**src/rtl/game_sequencer_pkg.sv**
```systemverilog
// -----------------------------------------------------------------------------
// game_pkg
// Shared definitions for the board-game sequencer:
//   - 4-bit engine opcodes (OP_*) carried on eng_op
//   - button bit positions inside the 5-bit button vector
//   - FSM state enumeration
//   - helpers: coordinate width, state-to-opcode map, modular player add
// -----------------------------------------------------------------------------
package game_pkg;

    localparam logic [3:0] OP_DRAW_BOARD  = 4'd0;
    localparam logic [3:0] OP_INIT_PIECES = 4'd1;
    localparam logic [3:0] OP_DRAW_CURSOR = 4'd2;
    localparam logic [3:0] OP_CHECK       = 4'd3;
    localparam logic [3:0] OP_PLACE       = 4'd4;
    localparam logic [3:0] OP_FLIP        = 4'd5;
    localparam logic [3:0] OP_SCORE       = 4'd6;
    localparam logic [3:0] OP_HASTURN     = 4'd7;
    localparam logic [3:0] OP_UNHIGHLIGHT = 4'd8;
    localparam logic [3:0] OP_CLEAR       = 4'd9;

    // Button vector layout: {enter, right, left, up, down}
    localparam int BTN_W     = 5;
    localparam int BTN_ENTER = 4;
    localparam int BTN_RIGHT = 3;
    localparam int BTN_LEFT  = 2;
    localparam int BTN_UP    = 1;
    localparam int BTN_DOWN  = 0;

    typedef enum logic [3:0] {
        ST_INIT,
        ST_DRAW_BOARD,
        ST_INIT_PIECES,
        ST_DRAW_CURSOR,
        ST_IDLE,
        ST_CHECK,
        ST_INVALID,
        ST_PLACE,
        ST_FLIP,
        ST_SCORE,
        ST_QUERY,
        ST_END_UNHL,
        ST_END_WAIT,
        ST_CLEAR
    } state_e;

    function automatic int coord_w(input int board_dim);
        return $clog2(board_dim);
    endfunction

    // Opcode issued on entry to each engine state.
    function automatic logic [3:0] state_op(input state_e st);
        case (st)
            ST_DRAW_BOARD:  return OP_DRAW_BOARD;
            ST_INIT_PIECES: return OP_INIT_PIECES;
            ST_DRAW_CURSOR: return OP_DRAW_CURSOR;
            ST_CHECK:       return OP_CHECK;
            ST_PLACE:       return OP_PLACE;
            ST_FLIP:        return OP_FLIP;
            ST_SCORE:       return OP_SCORE;
            ST_QUERY:       return OP_HASTURN;
            ST_END_UNHL:    return OP_UNHIGHLIGHT;
            ST_CLEAR:       return OP_CLEAR;
            default:        return OP_DRAW_BOARD;
        endcase
    endfunction

    // (p + k) mod n; n need not be a power of two.
    function automatic logic [1:0] player_add(input logic [1:0] p,
                                              input logic [2:0] k,
                                              input int n);
        int sum;
        sum = int'(p) + int'(k);
        return 2'(sum % n);
    endfunction

endpackage

```
**src/rtl/game_sequencer_btn_edge.sv**
```systemverilog
// -----------------------------------------------------------------------------
// btn_edge
// Registered rising-edge detector for the five level buttons. A press is
// "current high, previous low". If more than one button rises in the same
// cycle the whole vector is dropped, so press_o is either zero or one-hot.
// Ports:
//   clk, resetn  clock, asynchronous active-low reset
//   btn_i        {enter, right, left, up, down} levels, synchronous to clk
//   press_o      single accepted press (one-hot or zero), combinational
// -----------------------------------------------------------------------------
module btn_edge
    import game_pkg::*;
(
    input  logic             clk,
    input  logic             resetn,
    input  logic [BTN_W-1:0] btn_i,
    output logic [BTN_W-1:0] press_o
);

    logic [BTN_W-1:0] prev_q;
    logic [BTN_W-1:0] prev_d;
    logic [BTN_W-1:0] rise;

    // NOTE: every output of a combinational block gets a value on every path
    // (defaults first), otherwise synthesis infers a latch.
    always_comb begin
        prev_d  = btn_i;
        rise    = btn_i & ~prev_q;
        // rise & (rise-1) clears the lowest set bit; zero means at most one bit.
        press_o = ((rise & (rise - BTN_W'(1))) == '0) ? rise : '0;
    end

    // NOTE: state registers use non-blocking assignments so every flop samples
    // pre-edge values regardless of statement order.
    always_ff @(posedge clk or negedge resetn) begin
        if (!resetn) begin
            prev_q <= '0;
        end else begin
            prev_q <= prev_d;
        end
    end

endmodule

```
**src/rtl/game_sequencer.sv**
```systemverilog
// -----------------------------------------------------------------------------
// game_sequencer
// Board-game control FSM. Sequences board drawing, cursor movement, move
// checking, placement, flipping, scoring and turn hand-over for 2..4 players,
// driving datapath engines through a start/done handshake with an opcode.
// Every engine state pulses eng_start in its first cycle and advances on the
// edge where eng_done=1; eng_done during the start cycle or in non-engine
// states is ignored.
// Configuration macro: GAME_SEQ_CURSOR_WRAP_EN -- when defined the cursor wraps
// around the board edges, otherwise it saturates at 0 and BOARD_DIM-1.
// Ports:
//   clk, resetn                 clock, asynchronous active-low reset
//   enter, move_*               level buttons (edge-detected internally)
//   eng_done                    one-cycle completion pulse from the engine
//   valid_move                  CHECK result, sampled with eng_done
//   has_turn                    HASTURN result, sampled with eng_done
//   eng_start, eng_op           request pulse and opcode (held until done)
//   cursor_x, cursor_y          cursor position
//   player, query_player        current player / player under query
//   msg_invalid                 invalid-move message active
//   game_over                   end of game, waiting for enter to restart
// -----------------------------------------------------------------------------
module game_sequencer
    import game_pkg::*;
#(
    parameter int BOARD_DIM  = 8,
    parameter int N_PLAYERS  = 2,
    parameter int MSG_CYCLES = 50000000
) (
    input  logic                         clk,
    input  logic                         resetn,
    input  logic                         enter,
    input  logic                         move_right,
    input  logic                         move_left,
    input  logic                         move_up,
    input  logic                         move_down,
    input  logic                         eng_done,
    input  logic                         valid_move,
    input  logic                         has_turn,
    output logic                         eng_start,
    output logic [3:0]                   eng_op,
    output logic [$clog2(BOARD_DIM)-1:0] cursor_x,
    output logic [$clog2(BOARD_DIM)-1:0] cursor_y,
    output logic [1:0]                   player,
    output logic [1:0]                   query_player,
    output logic                         msg_invalid,
    output logic                         game_over
);

    localparam int CW = coord_w(BOARD_DIM);
    localparam int TW = $clog2(MSG_CYCLES + 1);
    localparam logic [CW-1:0] C_MAX    = CW'(BOARD_DIM - 1);
    localparam logic [CW-1:0] C_CENTER = CW'(BOARD_DIM / 2 - 1);
    localparam logic [TW-1:0] MSG_LAST = TW'(MSG_CYCLES - 1);

    function automatic logic [CW-1:0] step_inc(input logic [CW-1:0] c);
`ifdef GAME_SEQ_CURSOR_WRAP_EN
        return (c == C_MAX) ? '0 : c + CW'(1);
`else
        return (c == C_MAX) ? C_MAX : c + CW'(1);
`endif
    endfunction

    function automatic logic [CW-1:0] step_dec(input logic [CW-1:0] c);
`ifdef GAME_SEQ_CURSOR_WRAP_EN
        return (c == '0) ? C_MAX : c - CW'(1);
`else
        return (c == '0) ? '0 : c - CW'(1);
`endif
    endfunction

    logic [BTN_W-1:0] press;

    btn_edge u_btn_edge (
        .clk     (clk),
        .resetn  (resetn),
        .btn_i   ({enter, move_right, move_left, move_up, move_down}),
        .press_o (press)
    );

    state_e        state_q,     state_d;
    logic [TW-1:0] timer_q,     timer_d;
    logic [2:0]    k_q,         k_d;
    logic [CW-1:0] cx_q,        cx_d;
    logic [CW-1:0] cy_q,        cy_d;
    logic [1:0]    player_q,    player_d;
    logic [1:0]    qp_q,        qp_d;
    logic          msg_q,       msg_d;
    logic          go_q,        go_d;
    logic          eng_start_q, eng_start_d;
    logic [3:0]    eng_op_q,    eng_op_d;

    logic          launch;     // entering (or re-entering) an engine state
    logic          wait_done;  // engine completion outside the start cycle

    always_comb begin
        state_d     = state_q;
        timer_d     = timer_q;
        k_d         = k_q;
        cx_d        = cx_q;
        cy_d        = cy_q;
        player_d    = player_q;
        qp_d        = qp_q;
        msg_d       = msg_q;
        go_d        = go_q;
        eng_start_d = 1'b0;
        eng_op_d    = eng_op_q;
        launch      = 1'b0;
        wait_done   = eng_done && !eng_start_q;

        case (state_q)
            ST_INIT: begin
                cx_d     = C_CENTER;
                cy_d     = C_CENTER;
                player_d = '0;
                k_d      = '0;
                state_d  = ST_DRAW_BOARD;
                launch   = 1'b1;
            end
            ST_DRAW_BOARD: if (wait_done) begin
                state_d = ST_INIT_PIECES;
                launch  = 1'b1;
            end
            ST_INIT_PIECES: if (wait_done) begin
                state_d = ST_DRAW_CURSOR;
                launch  = 1'b1;
            end
            ST_DRAW_CURSOR: if (wait_done) begin
                state_d = ST_IDLE;
            end
            ST_IDLE: begin
                // press is zero or one-hot, so at most one branch fires.
                if (press[BTN_ENTER]) begin
                    state_d = ST_CHECK;
                    launch  = 1'b1;
                end else if (press != '0) begin
                    if (press[BTN_RIGHT]) cx_d = step_inc(cx_q);
                    if (press[BTN_LEFT])  cx_d = step_dec(cx_q);
                    if (press[BTN_DOWN])  cy_d = step_inc(cy_q);
                    if (press[BTN_UP])    cy_d = step_dec(cy_q);
                    // Blocked moves still redraw.
                    state_d = ST_DRAW_CURSOR;
                    launch  = 1'b1;
                end
            end
            ST_CHECK: if (wait_done) begin
                if (valid_move) begin
                    state_d = ST_PLACE;
                    launch  = 1'b1;
                end else begin
                    state_d = ST_INVALID;
                    timer_d = '0;
                    msg_d   = 1'b1;
                end
            end
            ST_INVALID: begin
                if (timer_q == MSG_LAST) begin
                    timer_d = '0;
                    msg_d   = 1'b0;
                    state_d = ST_IDLE;
                end else begin
                    timer_d = timer_q + TW'(1);
                end
            end
            ST_PLACE: if (wait_done) begin
                state_d = ST_FLIP;
                launch  = 1'b1;
            end
            ST_FLIP: if (wait_done) begin
                state_d = ST_SCORE;
                launch  = 1'b1;
            end
            ST_SCORE: if (wait_done) begin
                k_d     = 3'd1;
                qp_d    = player_add(player_q, 3'd1, N_PLAYERS);
                state_d = ST_QUERY;
                launch  = 1'b1;
            end
            ST_QUERY: if (wait_done) begin
                if (has_turn) begin
                    player_d = qp_q;
                    k_d      = '0;
                    state_d  = ST_DRAW_CURSOR;
                end else if (k_q < 3'(N_PLAYERS)) begin
                    k_d  = k_q + 3'd1;
                    qp_d = player_add(player_q, k_q + 3'd1, N_PLAYERS);
                end else begin
                    // k == N_PLAYERS: the current player is blocked too.
                    k_d     = '0;
                    state_d = ST_END_UNHL;
                end
                launch = 1'b1;
            end
            ST_END_UNHL: if (wait_done) begin
                state_d = ST_END_WAIT;
                go_d    = 1'b1;
            end
            ST_END_WAIT: if (press[BTN_ENTER]) begin
                go_d    = 1'b0;
                state_d = ST_CLEAR;
                launch  = 1'b1;
            end
            ST_CLEAR: if (wait_done) begin
                state_d = ST_INIT;
            end
            default: state_d = ST_INIT;
        endcase

        if (launch) begin
            eng_start_d = 1'b1;
            eng_op_d    = state_op(state_d);
        end
    end

    always_ff @(posedge clk or negedge resetn) begin
        if (!resetn) begin
            state_q     <= ST_INIT;
            timer_q     <= '0;
            k_q         <= '0;
            cx_q        <= C_CENTER;
            cy_q        <= C_CENTER;
            player_q    <= '0;
            qp_q        <= '0;
            msg_q       <= 1'b0;
            go_q        <= 1'b0;
            eng_start_q <= 1'b0;
            eng_op_q    <= '0;
        end else begin
            state_q     <= state_d;
            timer_q     <= timer_d;
            k_q         <= k_d;
            cx_q        <= cx_d;
            cy_q        <= cy_d;
            player_q    <= player_d;
            qp_q        <= qp_d;
            msg_q       <= msg_d;
            go_q        <= go_d;
            eng_start_q <= eng_start_d;
            eng_op_q    <= eng_op_d;
        end
    end

    assign eng_start    = eng_start_q;
    assign eng_op       = eng_op_q;
    assign cursor_x     = cx_q;
    assign cursor_y     = cy_q;
    assign player       = player_q;
    assign query_player = qp_q;
    assign msg_invalid  = msg_q;
    assign game_over    = go_q;

endmodule
```
**config.mk**
```make
export PLATFORM = sky130hd
export DESIGN_NAME = game_sequencer
export DESIGN_NICKNAME = d
export VERILOG_FILES = /design/src/rtl/game_sequencer_pkg.sv /design/src/rtl/game_sequencer_btn_edge.sv /design/src/rtl/game_sequencer.sv
export SDC_FILE = /design/constraint.sdc
export NUM_CORES = 1
export LEC_CHECK = 0
export BUFFER_PORTS_ARGS = -buffer_cell sky130_fd_sc_hd__clkbuf_2
export CAP_MARGIN = 10
export CORE_MARGIN = 4
export CORE_UTILIZATION = 40
export CTS_CLUSTER_DIAMETER = 100
export DETAILED_ROUTE_END_ITERATION = 6
export PLACE_DENSITY = 0.62
export RECOVER_POWER = 100
export SLEW_MARGIN = 10
export SYNTH_ARGS = -nofsm -noshare
export SYNTH_HDL_FRONTEND = slang
export SYNTH_SLANG_ARGS = --single-unit
export TNS_END_PERCENT = 30
```
**constraint.sdc**
```tcl
create_clock -name clk -period 3.21 [get_ports clk]
set_input_delay 0.642 -clock clk [delete_from_list [all_inputs] [get_ports clk]]
set_output_delay 0.642 -clock clk [all_outputs]
set_load 0.01 [all_outputs]
```
**Yosys cells after proc, flatten, opt, wreduce, memory -nomap -nowiden**

Memories as Yosys holds them, arrays and structs flattened. A register that Yosys moved wholly into a read port is not among the register bits.
Index checks and enable logic that the tools add are counted.

- Flip-flop bits (word level): 51
- Latch bits: 0
- RAM bits: 0
- Bits in read-only memories: 64
- Input port bits: 10
- Output and inout bits: 17
- Word-level logic and storage cells: 145
- Memories kept: 1

- Add/sub/neg operators: 9
- $mul: 0
- Divide/modulo/power cells: 0
- $lt $le $gt $ge: 1
- Equality and inequality tests: 30
- Shift-type cells: 0
- Mux-type cells: 65
- Bitwise logic cells: 5
- Reduce and logical (&&, ||, !) cells: 23

Memory list:

| name | words | bits a word | read ports | clocked after memory_dff | write ports | RTL line | source |
|---|---|---|---|---|---|---|---|
| (no name shown) | 16 | 4 | 1 | 1 | 0 | game_sequencer_pkg.sv:53 | `case (st)` |

Operators with widths:

| operator | count |
|---|---|
| 26-bit 2-to-1 mux | 3 |
| 4-bit 2-to-1 mux | 16 |
| 4-bit case mux with 14 select lines | 1 |
| 26-bit case mux with 2 select lines | 1 |
| 3-bit 2-to-1 mux | 16 |
| 26-bit by 1-bit adder with 26-bit output (second input constant) | 1 |
| 26-bit == test (second input constant) | 1 |
| 4-bit == test (second input constant) | 6 |
| 2-bit inequality test (second input constant) | 12 |
| 4-bit by 3-bit == test with 1-bit output (second input constant) | 4 |
| 1-bit 2-to-1 mux | 13 |
| 2-bit 2-to-1 mux | 6 |
| 3-bit case mux with 2 select lines | 2 |
| 3-bit AND reduction | 4 |
| 4-bit AND reduction | 3 |
| 5-bit bitwise AND | 2 |
| 2-bit nonzero test | 5 |
| 3-bit by 1-bit adder with 3-bit output (second input constant) | 3 |
| 3-bit case mux with 3 select lines | 1 |
| 4-bit by 2-bit == test with 1-bit output (second input constant) | 2 |
| 2-bit case mux with 2 select lines | 2 |
| 3-bit == test (second input constant) | 2 |
| 3-bit logical NOT | 2 |
| 3-bit inequality test (second input constant) | 2 |
| other kinds (19) | 23 |

**Logic depth before layout (Yosys ltp)**

Gate-level depths: netlist (run 1).

- Depth in word-level cells: 11
- Depth in mapped cells: 11
- Mapped depth without buffers: 10

**By module**

A second synthesis (run 1) with hierarchy kept.

- Cells, all modules: 359
- Area total of the unflattened synthesis: 3,397.0 sq um

By module, submodules not included:

| module | instances | cells an instance | area each (sq um) | sequential area each (sq um) |
|---|---|---|---|---|
| game_sequencer | 1 | 341 | 3,115.5 | 1,206.2 |
| btn_edge | 1 | 18 | 281.5 | 125.1 |

**Least setup slack after synthesis (run 1)**

Ideal clock, no wire load.

- Path type: input to register
- Start: input port has_turn
- End: register eng_op_q[2] (netlist: eng_op[2])
- Setup time: 82 ps
- Arrival: 2,420 ps
- Data required time: 3,128 ps
- Path slack: 708 ps
- Stages: 7
- Path buffers: 0
- Cells stage by stage: or3_1 -> o2111ai_1 -> a21oi_1 -> or3_4 -> ha_1 -> or3_1 -> a31oi_1

- Word-level cells in the longest chain between the ends: 3

RTL lines:

| what | RTL line | source |
|---|---|---|
| start, declared | game_sequencer.sv:39 | `input logic has_turn,` |
| 4-bit 2-to-1 mux | game_sequencer.sv:180 | `if (has_turn) begin` |
| 4-bit 2-to-1 mux | game_sequencer.sv:179 | `ST_QUERY: if (wait_done) begin` |
| 4-bit case mux with 14 select lines | game_sequencer.sv:111 | `case (state_q)` |
| via state_d[0] | game_sequencer.sv:81 | `state_e state_q, state_d;` |
| end, declared | game_sequencer.sv:91 | `logic [3:0] eng_op_q, eng_op_d;` |

The timed path passes the listed nets, and every way through them passes these cells.
A chain may end at the register's enable or synchronous reset.

**Worst setup path after layout (run 1)**

- Start: input port move_right
- End: register cx_q[0] (netlist: cursor_x[0])

- Word-level cells in the longest chain between the ends: 9
- Elaborated cells between the ends (all ways): 14
- Those cells by class: add/sub (1); eq/ne (3); mux (5); bitwise (2); reduce/logical (3)

RTL lines:

| what | RTL line | source |
|---|---|---|
| start, declared | game_sequencer.sv:33 | `input logic move_right,` |
| 5-bit bitwise AND (*) | game_sequencer_btn_edge.sv:28 | `rise = btn_i & ~prev_q;` |
| 5-bit by 1-bit subtractor with 5-bit output | game_sequencer_btn_edge.sv:30 | `press_o = ((rise & (rise - BTN_W'(1))) == '0) ? rise : '0;` |
| 5-bit bitwise AND | game_sequencer_btn_edge.sv:30 |  |
| 5-bit logical NOT | game_sequencer_btn_edge.sv:30 |  |
| 5-bit 2-to-1 mux (*) | game_sequencer_btn_edge.sv:30 |  |
| 3-bit 2-to-1 mux | game_sequencer.sv:138 | `if (press[BTN_LEFT]) cx_d = step_dec(cx_q);` |
| 3-bit 2-to-1 mux | game_sequencer.sv:136 | `end else if (press != '0) begin` |
| 3-bit 2-to-1 mux | game_sequencer.sv:133 | `if (press[BTN_ENTER]) begin` |
| 3-bit case mux with 2 select lines | game_sequencer.sv:111 |  |
| end signal, assigned | game_sequencer.sv:220 | `cx_q <= C_CENTER;` |
| end signal, assigned | game_sequencer.sv:232 | `cx_q <= cx_d;` |
| end, declared | game_sequencer.sv:84 | `logic [CW-1:0] cx_q, cx_d;` |

Every way passes the cells marked *; elsewhere a longest branch is shown, timed or not. The select of a mux whose other input is x is not followed.

==> results of run 1 <==
-- layout make-up --
class	instances	area (um^2)	share of cell area (%)
Tap cell	102	128	3.62
Sequential cell	53	1330	37.7
Inverter	13	48.8	1.38
Timing Repair Buffer	34	153	4.33
Multi-Input combinational cell	289	1780	50.4
Clock buffer	8	90.1	2.55
-- registers in the layout (all words and copies together), names as in the netlist --
register,count
state_q,4
timer_q,26
cursor_x,3
query_player,1
eng_op,4
game_over,1
u_btn_edge.prev_q,5
player,1
msg_invalid,1
eng_start,1
cursor_y,3
k_q,3
-- worst max-delay path, stage by stage --
cell	delay, ns
clkbuf_1	0.09
nor2b_1	0.16
nor4_1	0.50
a211oi_4	0.11
o31a_2	0.30
nor4_1	0.78
a21oi_1	0.14
o22a_1	0.22
-- stage by stage --
stage               hold WS, ns  total power, W
floorplan                 0.346         0.00203
global placement          0.486         0.00234
detailed placement        0.476         0.00237
CTS                       0.440         0.00278
global route              0.445         0.00294
finish                    0.443         0.00269
-- path summary, 6_finish.rpt --
path / from / to / slack (ns) / cells after the start
max: move_right / cursor_x[0] / 0.52 / 8
min: move_left / u_btn_edge.prev_q[2] / 0.44 / 1
max reg2reg: u_btn_edge.prev_q[0] / cursor_x[0] / 0.60 / 7
min reg2reg: timer_q[25] / timer_q[25] / 0.49 / 1
max in group asynchronous: resetn / cursor_x[1] / 1.03 / 2
min in group asynchronous: resetn / timer_q[1] / 0.89 / 1
-- cells by family after synthesis --
group	count (synthesis)	synth area share (%)
DFF	53	41.0
and+or+nand+nor	151	25.5
buffers and inverters	26	3.55
AOI/OAI and AO/OA	119	23.8
xor gates and xnor gates	3	0.810
adders and majority gates	11	4.24
other	1	0.116
muxes	3	0.964
-- metal layers --
metal	vias to the layer above	GRT usage (%)	wire length (um)
li1	1418	-	-
met1	1392	22.9	3630
met2	53	24.9	3360
met3	9	2.86	251
met4	0	3.94	90
met5	-	0	0
-- cell usage in the layout, fill, tap and decap left out, types with 3 or more instances in the layout --
cell / Yosys / final
buf_4: 4 / 4
inv_1: 13 / 13
o22ai_1: 3 / 3
dfrtp_1: 49 / 49
a21oi_1: 19 / 19
nor2_1: 27 / 27
and2_0: 2 / 3
clkbuf_1: 7 / 24
ha_1: 11 / 11
clkbuf_8: 0 / 6
nor3b_1: 3 / 3
o31ai_1: 15 / 16
nor2b_1: 7 / 7
nand2_1: 38 / 38
or3_1: 7 / 8
nand2b_1: 7 / 7
nand4_1: 5 / 5
nor3_1: 5 / 5
and2_1: 5 / 4
a31oi_1: 7 / 7
o21ai_0: 43 / 45
nor4_1: 4 / 5
clkbuf_2: 0 / 8
and3_1: 5 / 5
xnor2_1: 3 / 3
nand3_1: 16 / 16
dfstp_1: 0 / 4
-- power by group through the flow --
| stage | registers, W | logic [W] | clock network [W] |
|---|---|---|---|
| 2_1_floorplan | 0.00118 | 0.000853 | 0 |
| 3_3_place_gp | 0.00125 | 0.00110 | 0 |
| 3_5_place_dp | 0.00125 | 0.00112 | 0 |
| 4_1_cts | 0.00124 | 0.00112 | 0.000415 |
| 5_1_grt | 0.00128 | 0.00123 | 0.000438 |
| 6_report | 0.00123 | 0.00107 | 0.000401 |
==> flow_summary.ini, run 1 <==
[outcome]
status = finished with violations
violations = capacitance limit, slew limit

[sta]
fin_crit_sh_pct = 83.9
fin_tns_setup_ns = 0
setup_slack_ns = 0.516
fin_crit_ns = 2.69
hold_viol_final = 0
max_freq_mhz = 371
rsz0062_at_grt = no
setup_viol = 0
fin_skew_ns = 0.0113
slew_viol_final = 37
tightest_slew_ns = 2.03
slew_headroom_pct = -35.2

[clock_tree]
post_cts_hold_buffer_count = 0
cts_buffer_depth = 2
cts_inserted_buffers = 5
clock_sinks = 53
clkTransAtPathRegs_ns = 0.10
cts.repair.resized = 0
cts_tree = done
h-tree-depth = 2
cts_setup_buffers = 0
cts-root-buf = clkbuf_8
clkLatencyLatePin_ns = 0.31

[power_and_ir_drop]
clkPwrFrac_pct = 14.9
p_per_area_nw_per_um2 = 764
p_leak_nw = 1.43
seqPwrFrac_pct = 45.6
internal_power_w = 0.00154
sw_frac_of_total_pct = 42.7
switchingPower_w = 0.00115
ir_drop_v = 0.000398
power_frac_comb_pct = 39.6

[cells_and_area]
fin_util_pct = 45.2
syn2layout_area_growth_pct = 8.71
diodes = 0
fin_area_um2 = 3530
nNetsFinal = 417
layout-drive-gt1-share_pct = 6.80
layout.cells.non_filler = 499
fillCellCount = 802

[synth]
syn_avg_cell_area_um2 = 8.84
synth.most_common_cell = dfrtp_1
synthTopCellsByCount = 49 x dfrtp_1, 43 x o21ai_0, 38 x nand2_1
netlist_area_um2 = 3250
ys_ff_latch = 53
postSynth.asyncResetShare_pct = 100
synthCells = 367
synth_edf_count = 0
ys_types = 67
ys_top_cells_by_area = dfrtp_1 38%, o21ai_0 6.6%, nand2_1 4.4%
yosysTopAreaCell = dfrtp_1
synthFlopType = dfrtp_1
synth_top_area_share_pct = 37.8
yosysWarningCount = 0
yosysSeqAreaShare_pct = 41.0

[global_routing]
grt_pass1_vias = 2728
antenna_found_initial = 0
grt_max_degree = 37
grt_use_total_pct = 15.9
grt_pass1_wl_mm = 12.9
grt.overflow.total = 0

[run]
maxCapViolations = 1

[route]
routed_via_density = 5.76
routed_wirelength_mm = 7.33
ant_nets = 0
post_drt_wl_per_cell_um = 14.7
drt-initial-drc-count = 192
drt_pass1_iterations = 4
vias = 2872
drc = 0

[worst_setup_path]
endpoint_kind = flop
critPathMaxFanout = 6
critPathArrivalTime_ns = 2.95
cp.required_ns = 3.47
critPathKind = in -> reg
critPathLaunchType = input port

[place]
dpl_worst_slack_ns = 0.441
portBuffers = 24
hpwl_mm = 5.35
routabilityCongestion = 0.846
dpl_cell_area_um2 = 3510
placed_cells = 491

[floorplan]
core_um2 = 7810
io_pins = 27
start_util_pct = 41.6
die_y_um = 98.1
die_w_um = 98.1
dieArea_um2 = 9620
num_rows = 32

[worst_hold_path]
holdCritPathClass = in -> reg
No activity file was read; power rests on OpenSTA's default activity.
==> run 2: changes to the inputs <==
- PLACE_DENSITY: 0.62 -> 0.64
- clock period: 3.21 -> 2.3 ns (I/O delays scaled with it)
==> run 2 against run 1 <==
Net effect:
- the run still ends with capacitance limit, slew limit left
- sequential cell count is the same
- critical path depth is the same
- via count grew 3.2%
- combinational power grew 89%
- wire length grew 8.6%
- first-iteration DRC count shrank 29%
- register-to-register slack lost 0.58 ns
- global-route usage grew 0.75 points
- largest cell class unchanged
- largest power group is now combinational logic
==> flow_summary.ini, run 2 (same netlist as run 1, synthesis figures left out) <==
[worst_setup_path]
critPathMaxFanout = 4
endpoint_kind = flop
reg2reg_depth = 8
cp.required_ns = 2.54
r2r-start = u_btn_edge.prev_q[3]
critPathKind = reg -> reg
reg2reg_to = eng_op[2]
rrSetupSlack_ns = 0.02
critPathArrivalTime_ns = 2.51
critPathLaunchType = flop
timing.critical_path.from = u_btn_edge.prev_q[3]

[route]
routed_wirelength_mm = 7.97
routed_via_density = 5.50
drt-initial-drc-count = 137
drc = 0
vias = 2963
ant_nets = 0
post_drt_wl_per_cell_um = 14.8
drt_pass1_iterations = 4

[power_and_ir_drop]
p_total_w = 0.00435
p_leak_nw = 1.69
ir_drop_v = 0.000610
p_per_area_nw_per_um2 = 1080

[cells_and_area]
layout.cells.non_filler = 539
final_common_cell = dfrtp_1
top_regs = timer_q x26, u_btn_edge.prev_q x5
fin_util_pct = 51.4
final_cell_mix = 47 x dfrtp_1, 43 x o21ai_0, 43 x buf_4
syn2layout_area_growth_pct = 23.6
largest_reg_flops = 26
nNetsFinal = 457
top_register = timer_q
diodes = 0
layout-drive-gt1-share_pct = 23.1

[global_routing]
grt_use_total_pct = 16.7
grt.overflow.total = 0
antenna_found_initial = 0
grt_pass1_wl_mm = 13.4
grt_max_degree = 30
grt_pass1_vias = 2872

[sta]
fin_crit_ns = 2.28
setup_viol = 0
slew_viol_final = 30
slew_headroom_pct = -5.73
tightest_slew_ns = 1.59
whs_ns = 0.271
rsz0062_at_grt = yes
setup_slack_ns = 0.0241
max_freq_mhz = 439
fin_skew_ns = 0.00935
fin_crit_sh_pct = 99.0
hold_viol_final = 0

[clock_tree]
cts_tree = done
clkTransAtPathRegs_ns = 0.10
cts-root-buf = clkbuf_8
clock_sinks = 53
cts_inserted_buffers = 5
clkLatencyLatePin_ns = 0.31
post_cts_hold_buffer_count = 0
cts_buffer_depth = 2
h-tree-depth = 2

[worst_hold_path]
holdCritStartpoint = move_down
holdCritPathClass = in -> reg
min_to = u_btn_edge.prev_q[0]
worstHoldPathCells = 1

[place]
routabilityCongestion = 0.900
portBuffers = 24
placed_cells = 526
hpwl_mm = 5.79
dpl_worst_slack_ns = -0.314

[floorplan]
io_pins = 27
die_y_um = 98.1
num_rows = 32
die_w_um = 98.1
start_util_pct = 41.6
dieArea_um2 = 9620
core_um2 = 7810

[run]
maxCapViolations = 1

[outcome]
status = finished with violations
violations = capacitance limit, slew limit
run 2: cell count changes in the layout (fill, tap and decap cells not counted), moves of 3 or more:
| cell | previous run | this run |
|---|---|---|
| clkbuf_1 | 24 | 21 |
| buf_4 | 4 | 43 |
| dfstp_1 | 4 | 0 |
| or3_1 | 8 | 5 |
| or3_4 | 0 | 3 |
| nor4_1 | 5 | 1 |
| dfstp_2 | 0 | 4 |
run 2: per-stage QoR:
| step | TNS, ns | area (um^2) |
|---|---|---|
| floorplan | 0 | 3250 |
| global placement | -0.597 | 3770 |
| detailed placement | -1.32 | 3770 |
| CTS | 0 | 3910 |
| global route | -0.128 | 4010 |
| finish | 0 | 4010 |
run 2: how the worst max path moves through the flow:
stage                           end  slack, ns
after global routing      eng_op[2]      -0.06
after CTS                 eng_op[2]       0.01
final                     eng_op[2]       0.02
after detailed placement  eng_op[2]      -0.31
after global placement    eng_op[2]      -0.18
after floorplan           eng_op[2]      0.008
run 2: layer usage:
| metal | routed length (um) | vias to the layer above | track usage (%) |
|---|---|---|---|
| met5 | 0 | - | 0 |
| met4 | 104 | 0 | 4.37 |
| met3 | 237 | 10 | 2.57 |
| met2 | 4000 | 47 | 28.2 |
| met1 | 3620 | 1410 | 22.3 |
| li1 | - | 1496 | - |
run 2: worst max-delay path, stage by stage, from the launching register on:
cell,delay (ns)
dfrtp_1,0.42
nand2b_4,0.16
xnor2_2,0.15
a211oi_4,0.30
nor2_2,0.08
or3_4,0.42
ha_4,0.19
or3_1,0.30
a31oi_1,0.19
run 2: final cells by class:
| cell class | count | area, um^2 |
|---|---|---|
| multi-input combinational | 289 | 1930 |
| fill | 753 | 3790 |
| sequential | 53 | 1330 |
| timing repair buffer | 74 | 462 |
| clock buffer | 6 | 72.6 |
| clock inverter | 2 | 35.0 |
| inverter | 13 | 48.8 |
| tap | 102 | 128 |
run 2: repair_timing:
item                                    in CTS  in global routing
endpoints found under the setup margin       3                  9
pin swaps                                    5                 13
resized for setup                            4                 25
buffers inserted                             1                  5
run 2: power by group:
part / internal, W / switching [W]
clock network: 0.000324 / 0.000325
registers: 0.00130 / 0.000379
logic: 0.000962 / 0.00106
==> run 3: changes to the inputs <==
- SETUP_SLACK_MARGIN: unset -> 0.3
==> run 3 against run 2 <==
Net effect:
- largest cell class unchanged
- clock power down 13%
- sequential power about the same
- critical path type unchanged
- clock-buffer cell count unchanged
- power up 2.8%
- non-clock buffer count unchanged
- highest routed layer unchanged
- final cell count unchanged
- critical endpoint unchanged
- the flow now finishes without violations
- global-route usage up 0.41 points
- via count up 2.6%
==> flow_summary.ini, run 3 (same netlist as run 1, synthesis figures left out) <==
[sta]
max_freq_mhz = 450
rsz0062_at_grt = yes
slew_headroom_pct = 10.6
fin_skew_ns = 0.0118
fin_crit_sh_pct = 96.6
fin_tns_setup_ns = 0
setup_viol = 0
tightest_slew_ns = 1.34
fin_crit_ns = 2.22
hold_viol_final = 0
slew_viol_final = 0

[clock_tree]
cts_tree = done
post_cts_hold_buffer_count = 0
cts_inserted_buffers = 5
clkTransAtPathRegs_ns = 0.10
cts_buffer_depth = 2
clock_sinks = 53
clkLatencyLatePin_ns = 0.32
cts-root-buf = clkbuf_8
h-tree-depth = 2

[cells_and_area]
final_common_cell = dfrtp_1
fillCellCount = 722
top_regs = timer_q x26, u_btn_edge.prev_q x5
diodes = 0
final_cell_mix = 48 x dfrtp_1, 43 x buf_4, 41 x o21ai_0
top_register = timer_q
syn2layout_area_growth_pct = 29.1
seq_area_um2 = 1330
largest_reg_flops = 26
fin_util_pct = 53.7
layout-drive-gt1-share_pct = 28.6
multiInputGateArea_um2 = 2080
nNetsFinal = 457

[worst_hold_path]
min_to = u_btn_edge.prev_q[2]
holdCritStartpoint = move_left
holdCritPathClass = in -> reg
worstHoldPathCells = 1

[worst_setup_path]
cp.required_ns = 2.55
cp_slowest_cell = dfrtp_1
critPathLaunchType = flop
reg2reg_depth = 9
crit_path_frequent_cell = or3_4
reg2reg_to = eng_op[2]
critPathMaxFanout = 4
critPathKind = reg -> reg
path_buf_inv = 1
endpoint_kind = flop
timing.critical_path.from = u_btn_edge.prev_q[2]
cp_slowest_stage_delay_ns = 0.41
rrSetupSlack_ns = 0.08
r2r-start = u_btn_edge.prev_q[2]
critPathArrivalTime_ns = 2.47
crit_family = simple AND/OR/NAND/NOR gates
cp_cell_sequence = nor2b_4 -> buf_6 -> or3_4 -> nor2_4 -> a2bb2oi_1 -> or3_4 -> ha_4 -> or3_1 -> a31oi_1

[route]
drt-initial-drc-count = 169
routed_wirelength_mm = 8.35
drt_pass1_iterations = 4
drc = 0
ant_nets = 0
vias = 3040
routed_via_density = 5.64
post_drt_wl_per_cell_um = 15.5

[run]
maxCapViolations = 0

[power_and_ir_drop]
p_leak_nw = 1.74
p_per_area_nw_per_um2 = 1070
ir_drop_v = 0.000740

[floorplan]
start_util_pct = 41.6
num_rows = 32
die_w_um = 98.1
core_um2 = 7810
die_y_um = 98.1
io_pins = 27
dieArea_um2 = 9620

[global_routing]
antenna_found_initial = 0
grt_max_degree = 54
grt_use_total_pct = 17.1
grt_pass1_wl_mm = 13.8
grt_pass1_vias = 3010
grt.overflow.total = 0

[place]
routabilityCongestion = 0.853
hpwl_mm = 5.68
portBuffers = 24

[outcome]
status = finished clean
run 3: changes by cell type in the layout (fill, tap and decap cells not counted), moves of 3 or more:
cell / before / now
buf_6: 1 / 6
nor3_1: 5 / 2
nor2_1: 26 / 20
nor3_2: 1 / 4
a21oi_1: 19 / 14
nor2_4: 0 / 4
clkbuf_1: 21 / 15
a21oi_2: 0 / 4
run 3: how the worst max path moves through the flow:
| stage | endpoint | slack, ns | depth (start not counted) |
|---|---|---|---|
| after global routing | eng_op[2] | -0.11 | 8 |
| after floorplan | eng_op[2] | 0.10 | 7 |
| after global placement | eng_op[2] | -0.04 | 8 |
| final | eng_op[2] | 0.08 | 9 |
| after detailed placement | eng_op[2] | -0.07 | 8 |
| after CTS | eng_op[2] | 0.09 | 8 |
run 3: power by group:
part           leakage, nW  switching, W  internal (W)
Clock               0.0512      0.000319      0.000245
Combinational         1.02       0.00115       0.00105
Sequential           0.672      0.000405       0.00130
run 3: layout make-up:
cell class              instances  area share [%]
clock buffers                   6            1.97
clock inverters                 2           0.328
flip-flops and latches         53            31.8
multi-input cells             289            49.7
repair buffers                 74            11.9
inverters                      13            1.25
well taps                     102            3.05
run 3: timing repair:
item | in CTS | in global routing
pin swaps | 14 | 28
setup endpoints to repair | 19 | 29
setup buffers | 5 | 7
gates resized for setup | 12 | 44
run 3: through the flow:
step,setup WS (ns),instances,area (um^2),power [W],hold slack (ns)
2_1_floorplan,0.104,368,3310,0.00288,0.164
3_3_place_gp,-0.0430,519,3790,0.00352,0.467
3_5_place_dp,-0.0727,519,3790,0.00360,0.475
4_1_cts,0.0858,532,3970,0.00426,0.145
5_1_grt,-0.110,539,4190,0.00484,0.259
6_report,0.0774,539,4190,0.00447,0.268
run 3: per-layer routing:
layer  wire, um  global-route usage, %  up-vias
met1       3690                   22.1     1469
met5          0                      0        -
met4        189                   3.73        0
li1           -                      -     1488
met2       4160                   28.9       67
met3        301                   4.14       16
